==> config.mk <==
export PLATFORM = sky130hd
export DESIGN_NAME = mem_b_reader
export DESIGN_NICKNAME = d
export VERILOG_FILES = /design/src/rtl/mem_b_reader.sv
export SDC_FILE = /design/constraint.sdc
export NUM_CORES = 1
export LEC_CHECK = 0
export ABC_AREA = 1
export BUFFER_PORTS_ARGS = -buffer_cell sky130_fd_sc_hd__buf_4
export CAP_MARGIN = 20
export CORE_MARGIN = 2
export CORE_UTILIZATION = 35
export CTS_CLUSTER_DIAMETER = 120
export DETAILED_ROUTE_END_ITERATION = 16
export SYNTH_ARGS = -nofsm -noshare
export SYNTH_HDL_FRONTEND = slang
export SYNTH_SLANG_ARGS = --single-unit
==> constraint.sdc <==
create_clock -name clock -period 2 [get_ports clock]
set_input_delay 0.4 -clock clock [delete_from_list [all_inputs] [get_ports clock]]
set_output_delay 0.4 -clock clock [all_outputs]
set_load 0.005 [all_outputs]
==> src/rtl/mem_b_reader.sv <==
`default_nettype none
// ============================================================================
// Module   : mem_b_reader
// Brief    : 4 x 8-bit result store. Entries are loaded from the writer side,
//            then drained through a valid/ready read port on Start.
// Revision : 1.0 - initial release
// ============================================================================
module mem_b_reader (
  input  logic       clock,
  input  logic       Reset,
  input  logic       WEB,
  input  logic [7:0] DataInB,
  input  logic       Start,
  input  logic       RdReady,
  output logic       RdValid,
  output logic [7:0] RdData,
  output logic [1:0] RdAddr,
  output logic       Full,
  output logic       Done
);

  typedef enum logic [1:0] {
    LOAD = 2'd0,
    READ = 2'd1,
    DONE = 2'd2
  } state_t;

  state_t     state;
  logic [7:0] mem [4];
  logic [1:0] wptr;
  logic [1:0] rptr;
  logic       full;
  logic       rd_valid;
  logic       done;
  logic       write_en;

  // Gating on Reset keeps writes issued during reset from landing in storage.
  assign write_en = Reset && (state == LOAD) && WEB && !full;

  // Storage is deliberately not reset; its contents outlive a load/drain cycle.
  always_ff @(posedge clock) begin
    if (write_en) begin
      mem[wptr] <= DataInB;
    end
  end

  always_ff @(posedge clock) begin
    if (!Reset) begin
      state    <= LOAD;
      wptr     <= 2'd0;
      rptr     <= 2'd0;
      full     <= 1'b0;
      rd_valid <= 1'b0;
      done     <= 1'b0;
    end else begin
      case (state)
        LOAD: begin
          // Start only counts once Full is already registered high, so a
          // Start coinciding with the fourth write is dropped.
          if (full && Start) begin
            state    <= READ;
            rptr     <= 2'd0;
            rd_valid <= 1'b1;
          end else if (WEB && !full) begin
            wptr <= wptr + 2'd1;
            if (wptr == 2'd3) begin
              full <= 1'b1;
            end
          end
        end

        READ: begin
          if (RdReady) begin
            rptr <= rptr + 2'd1;
            if (rptr == 2'd3) begin
              state    <= DONE;
              rd_valid <= 1'b0;
              done     <= 1'b1;
            end
          end
        end

        DONE: begin
          state <= LOAD;
          done  <= 1'b0;
          full  <= 1'b0;
          wptr  <= 2'd0;
          rptr  <= 2'd0;
        end

        default: begin
          state    <= LOAD;
          rd_valid <= 1'b0;
          done     <= 1'b0;
        end
      endcase
    end
  end

  assign RdValid = rd_valid;
  assign RdAddr  = rptr;
  assign Full    = full;
  assign Done    = done;
  assign RdData  = mem[rptr];

endmodule
`default_nettype wire

# Yosys cells after proc, flatten, opt, wreduce, memory -nomap -nowiden
# Memories as Yosys holds them, arrays and structs flattened. A register that Yosys moved wholly into a read port is not among the register bits.
# Cells that the tools add are included.
# classes
reduce_logical	15
add_sub_neg	2
n_mux	25
bitwise	2
n_eq_ne	10
# ops
op	count
2-to-1 mux 2 bit	9
AND reduction 3 bit	4
2-to-1 mux 1 bit	10
case mux 2 bit (2 select lines)	2
AND reduction 4 bit	2
== test 2 bit (second input constant)	3
!= test 2 x 1 -> 1 bit (second input constant)	3
!= test 2 bit (second input constant)	3
case mux 2 bit (3 select lines)	1
logical AND 1 bit	5
adder 2 x 1 -> 2 bit (second input constant)	2
case mux 1 bit (2 select lines)	2
case mux 1 bit (3 select lines)	1
nonzero test 3 bit	1
== test 2 x 1 -> 1 bit (second input constant)	1
logical NOT 2 bit	1
inverter 1 bit	2
nonzero test 2 bit	1
logical NOT 1 bit	1
# totals
memories	1
mem_bits_rw	32
wordCells	61
output_inout_bits	13
reg_bits	9
# memory_table
memory	words	width	read_ports	rd_clocked_by_memory_dff	write_ports	line	source
mem	4	8	1	1	1	29	logic [7:0] mem [4];

# Longest topological paths before layout
# logic_depth
word_depth	6
depth_mapped	8
depth_no_buf	7

# Least setup slack after synthesis
# OpenSTA, ideal clock, no wires.
# synth_path
path_type	reg2reg
startpoint	register state[0]
endpoint	memory mem[0][0], enable pin
path_slack_ps	551
stages_incl_launch_ff	5
arrival_time_ps	1078
setup_time_ps	371
required_ps	1629
cell_sequence	dfxtp_1 -> buf_6 -> nor2_1 -> nand4_1 -> nor2_1
# synth_between
elab_chain_cells	6
# synth_rtl
element	line	source
start, declared	28	state_t state;
start signal, assigned	49	state <= LOAD;
start signal, assigned	61	state <= READ;
start signal, assigned	76	state <= DONE;
logical NOT 2 bit	38	assign write_en = Reset && (state == LOAD) && WEB && !full;
logical AND 1 bit (3 in a row)	38	
2-to-1 mux 1 bit	42	if (write_en) begin
2-to-1 mux 1 bit (implied by the code)	43	mem[wptr] <= DataInB;
end, declared	29	
# Every way passes these cells.

==> impl_metrics.json <==
{
  "ant_nets": 0,
  "place_congestion": 0.821,
  "fillers": 482,
  "cts_root_buffer": "clkbuf_8",
  "clkSlewWorstSetupHoldPaths_ps": 80,
  "slew_violations": 0,
  "status": "finished, final reports clean",
  "yosysMostFrequentCell": "edfxtp_1",
  "die_area_sq_um": 5520,
  "synth_area_leaders": "edfxtp_1, dfxtp_1, o21ai_0",
  "cts_resized": 0,
  "worst_setup_path_end_kind": "output port",
  "fin_hold_ws_ps": 311,
  "post-route-drc-count": 0,
  "timing.final.crit_period_ps": 1780,
  "min_path_cells": 1,
  "cts_setup_buffers": 0,
  "cts.sinks": 43,
  "worst_r2r_path_depth": 4,
  "cp_slowest_cell": "dfxtp_1",
  "yosysUniqueCellTypes": 19,
  "crit_chain": "inv_1 -> o21ai_0 -> o22ai_1 -> buf_4",
  "max-clock-path-buffers": 2,
  "synth_area_sq_um": 1730,
  "diodes": 0,
  "synth_top_area_share": 0.556,
  "drt_first_iter_violations": 57,
  "synth_edf_count": 32,
  "regArea_sq_um": 1180,
  "rows": 25,
  "fin_tns_setup_ps": 0,
  "maxClockFrequency_ghz": 0.561,
  "htreeDepth": 2,
  "worst_ep_arrival_time_ps": 1380,
  "vias_per_cell": 4.72,
  "period_share": 0.892,
  "syn_avg_cell_area_sq_um": 11.4,
  "antenna_found_initial": 0,
  "io_pins": 26,
  "cap_violations": 0,
  "grt_max_degree": 17,
  "hp-class": "primary input to flop",
  "cts_hold_buf": 0,
  "cts_tree": "built",
  "setup_viol": 0,
  "setup_slack_ps": 216,
  "dieHeight_um": 74.3,
  "cpPeakStageDelay_ps": 510,
  "vias": 1198,
  "initial_core_util": 0.364,
  "async_flop_share": 0,
  "dpl.hpwl_mm": 2.46,
  "yosys-top-cells-count": "edfxtp_1, nor2_1, o21ai_0",
  "numCtsBuffers": 5,
  "slew_headroom": 0.711,
  "yosys_warnings": 0,
  "synth_nets": 170,
  "final_hold_viol_count": 0,
  "pre_cts_ws_ps": 478,
  "grt_pass1_wl_mm": 5.40,
  "rr_startpoint": "state[0]",
  "p_per_area_nw_per_um2": 910,
  "die_w_um": 74.3,
  "synthCells": 152,
  "required_ps": 1600,
  "p_leak_nw": 0.804,
  "grt_setup_unrepaired": "false",
  "track_usage": 0.133,
  "wl_mm": 3.46,
  "yosysTopAreaCell": "edfxtp_1",
  "seq_area_frac_synth": 0.683,
  "hp-start": "DataInB[4]",
  "cp_max_fo": 9,
  "critPathTopFamily": "flip-flops",
  "wl_per_cell_um": 13.6,
  "fin_worst_skew_ps": 4.01,
  "final_layout_size_suffix_gt1_frac": 0.235,
  "min_to": "mem[2][4]",
  "worstMarginPinSlew_ps": 433,
  "nNetsFinal": 204,
  "rrSetupSlack_ps": 560,
  "cp-start-kind": "flop",
  "worstSkewPairLatency_ps": 290,
  "crit_buf_inv": 2,
  "ys_ff_latch": 43,
  "multi_input_area_sq_um": 470,
  "ir_worst_vdd_v": 0.000439,
  "area_growth_pct": 22.4,
  "grt_pass1_vias": 1138,
  "overflow": 0,
  "r2r_end": "mem[0][6]",
  "synth_top_flop_cell": "edfxtp_1",
  "drt-pass1-iter-count": 4,
  "critPathKind": "flop to output port",
  "core-area_sq_um": 4750,
  "io_buffers": 25
}
[layout make-up]
cell class | instances | area share
Clock buffer | 8 | 0.0473
Inverter | 15 | 0.0266
Multi-Input combinational cell | 91 | 0.222
Sequential cell | 43 | 0.558
Tap cell | 67 | 0.0396
Timing Repair Buffer | 30 | 0.106
[report_power, final]
group,internal [mW],switching (mW)
sequential,1.01,0.0348
clock,0.315,0.274
combinational,0.126,0.162
total,1.45,0.470
[cell usage in the layout (no fill, tap or decap), types with 2 or more instances in the layout]
| cell | count |
|---|---|
| edfxtp_1 | 32 |
| buf_4 | 30 |
| nor2_1 | 25 |
| o21ai_0 | 22 |
| inv_1 | 13 |
| nand2_1 | 13 |
| dfxtp_1 | 11 |
| o22ai_1 | 8 |
| clkbuf_8 | 7 |
| a21oi_1 | 6 |
| ha_1 | 5 |
| nand2_2 | 3 |
| a31oi_1 | 3 |
| inv_2 | 2 |
| nor3_1 | 2 |
[logic make-up (layout without fill, tap and decap cells)]
family,Yosys count,in the layout,share of synthesized area
buffers and inverters,18,53,0.0449
adders and majority gates,5,5,0.0362
and+or+nand+nor,47,47,0.115
DFF,43,43,0.683
AOI/OAI and AO/OA,39,39,0.121
[how the worst max path moves through the flow]
| stage | from | to | slack [ps] | cells past startpoint |
|---|---|---|---|---|
| floorplan | state[0] | mem[0][0] | 550 | 4 |
| global placement | flop | RdData[7] | 510 | 4 |
| detailed placement | flop | RdData[2] | 480 | 4 |
| CTS | flop | RdData[2] | 160 | 4 |
| global route | flop | RdData[4] | 50 | 4 |
| finish | flop | RdData[2] | 220 | 4 |
[state kept, by name, summed over array words and instances, names as in the netlist, named ones only]
name / flops
Full: 1
state: 2
wptr: 2
Done: 1
RdValid: 1
mem: 32
RdAddr: 2
[stage by stage]
stage	utilization	std cells	cell area, sq um	total power, mW
final	0.445	254	2120	1.93
after global routing	0.445	254	2120	2.02
after CTS	0.445	254	2120	1.95
after detailed placement	0.424	246	2020	1.36
after global placement	0.424	246	2020	1.35
after floorplan	-	152	1730	1.24
[metal layers]
metal	vias to the layer above	global-route usage	wire length, um
met4	0	0.0298	28
li1	601	-	-
met5	-	0	0
met1	566	0.161	1570
met3	4	0.0474	146
met2	27	0.231	1720
No activity file was read; power rests on OpenSTA's default activity.
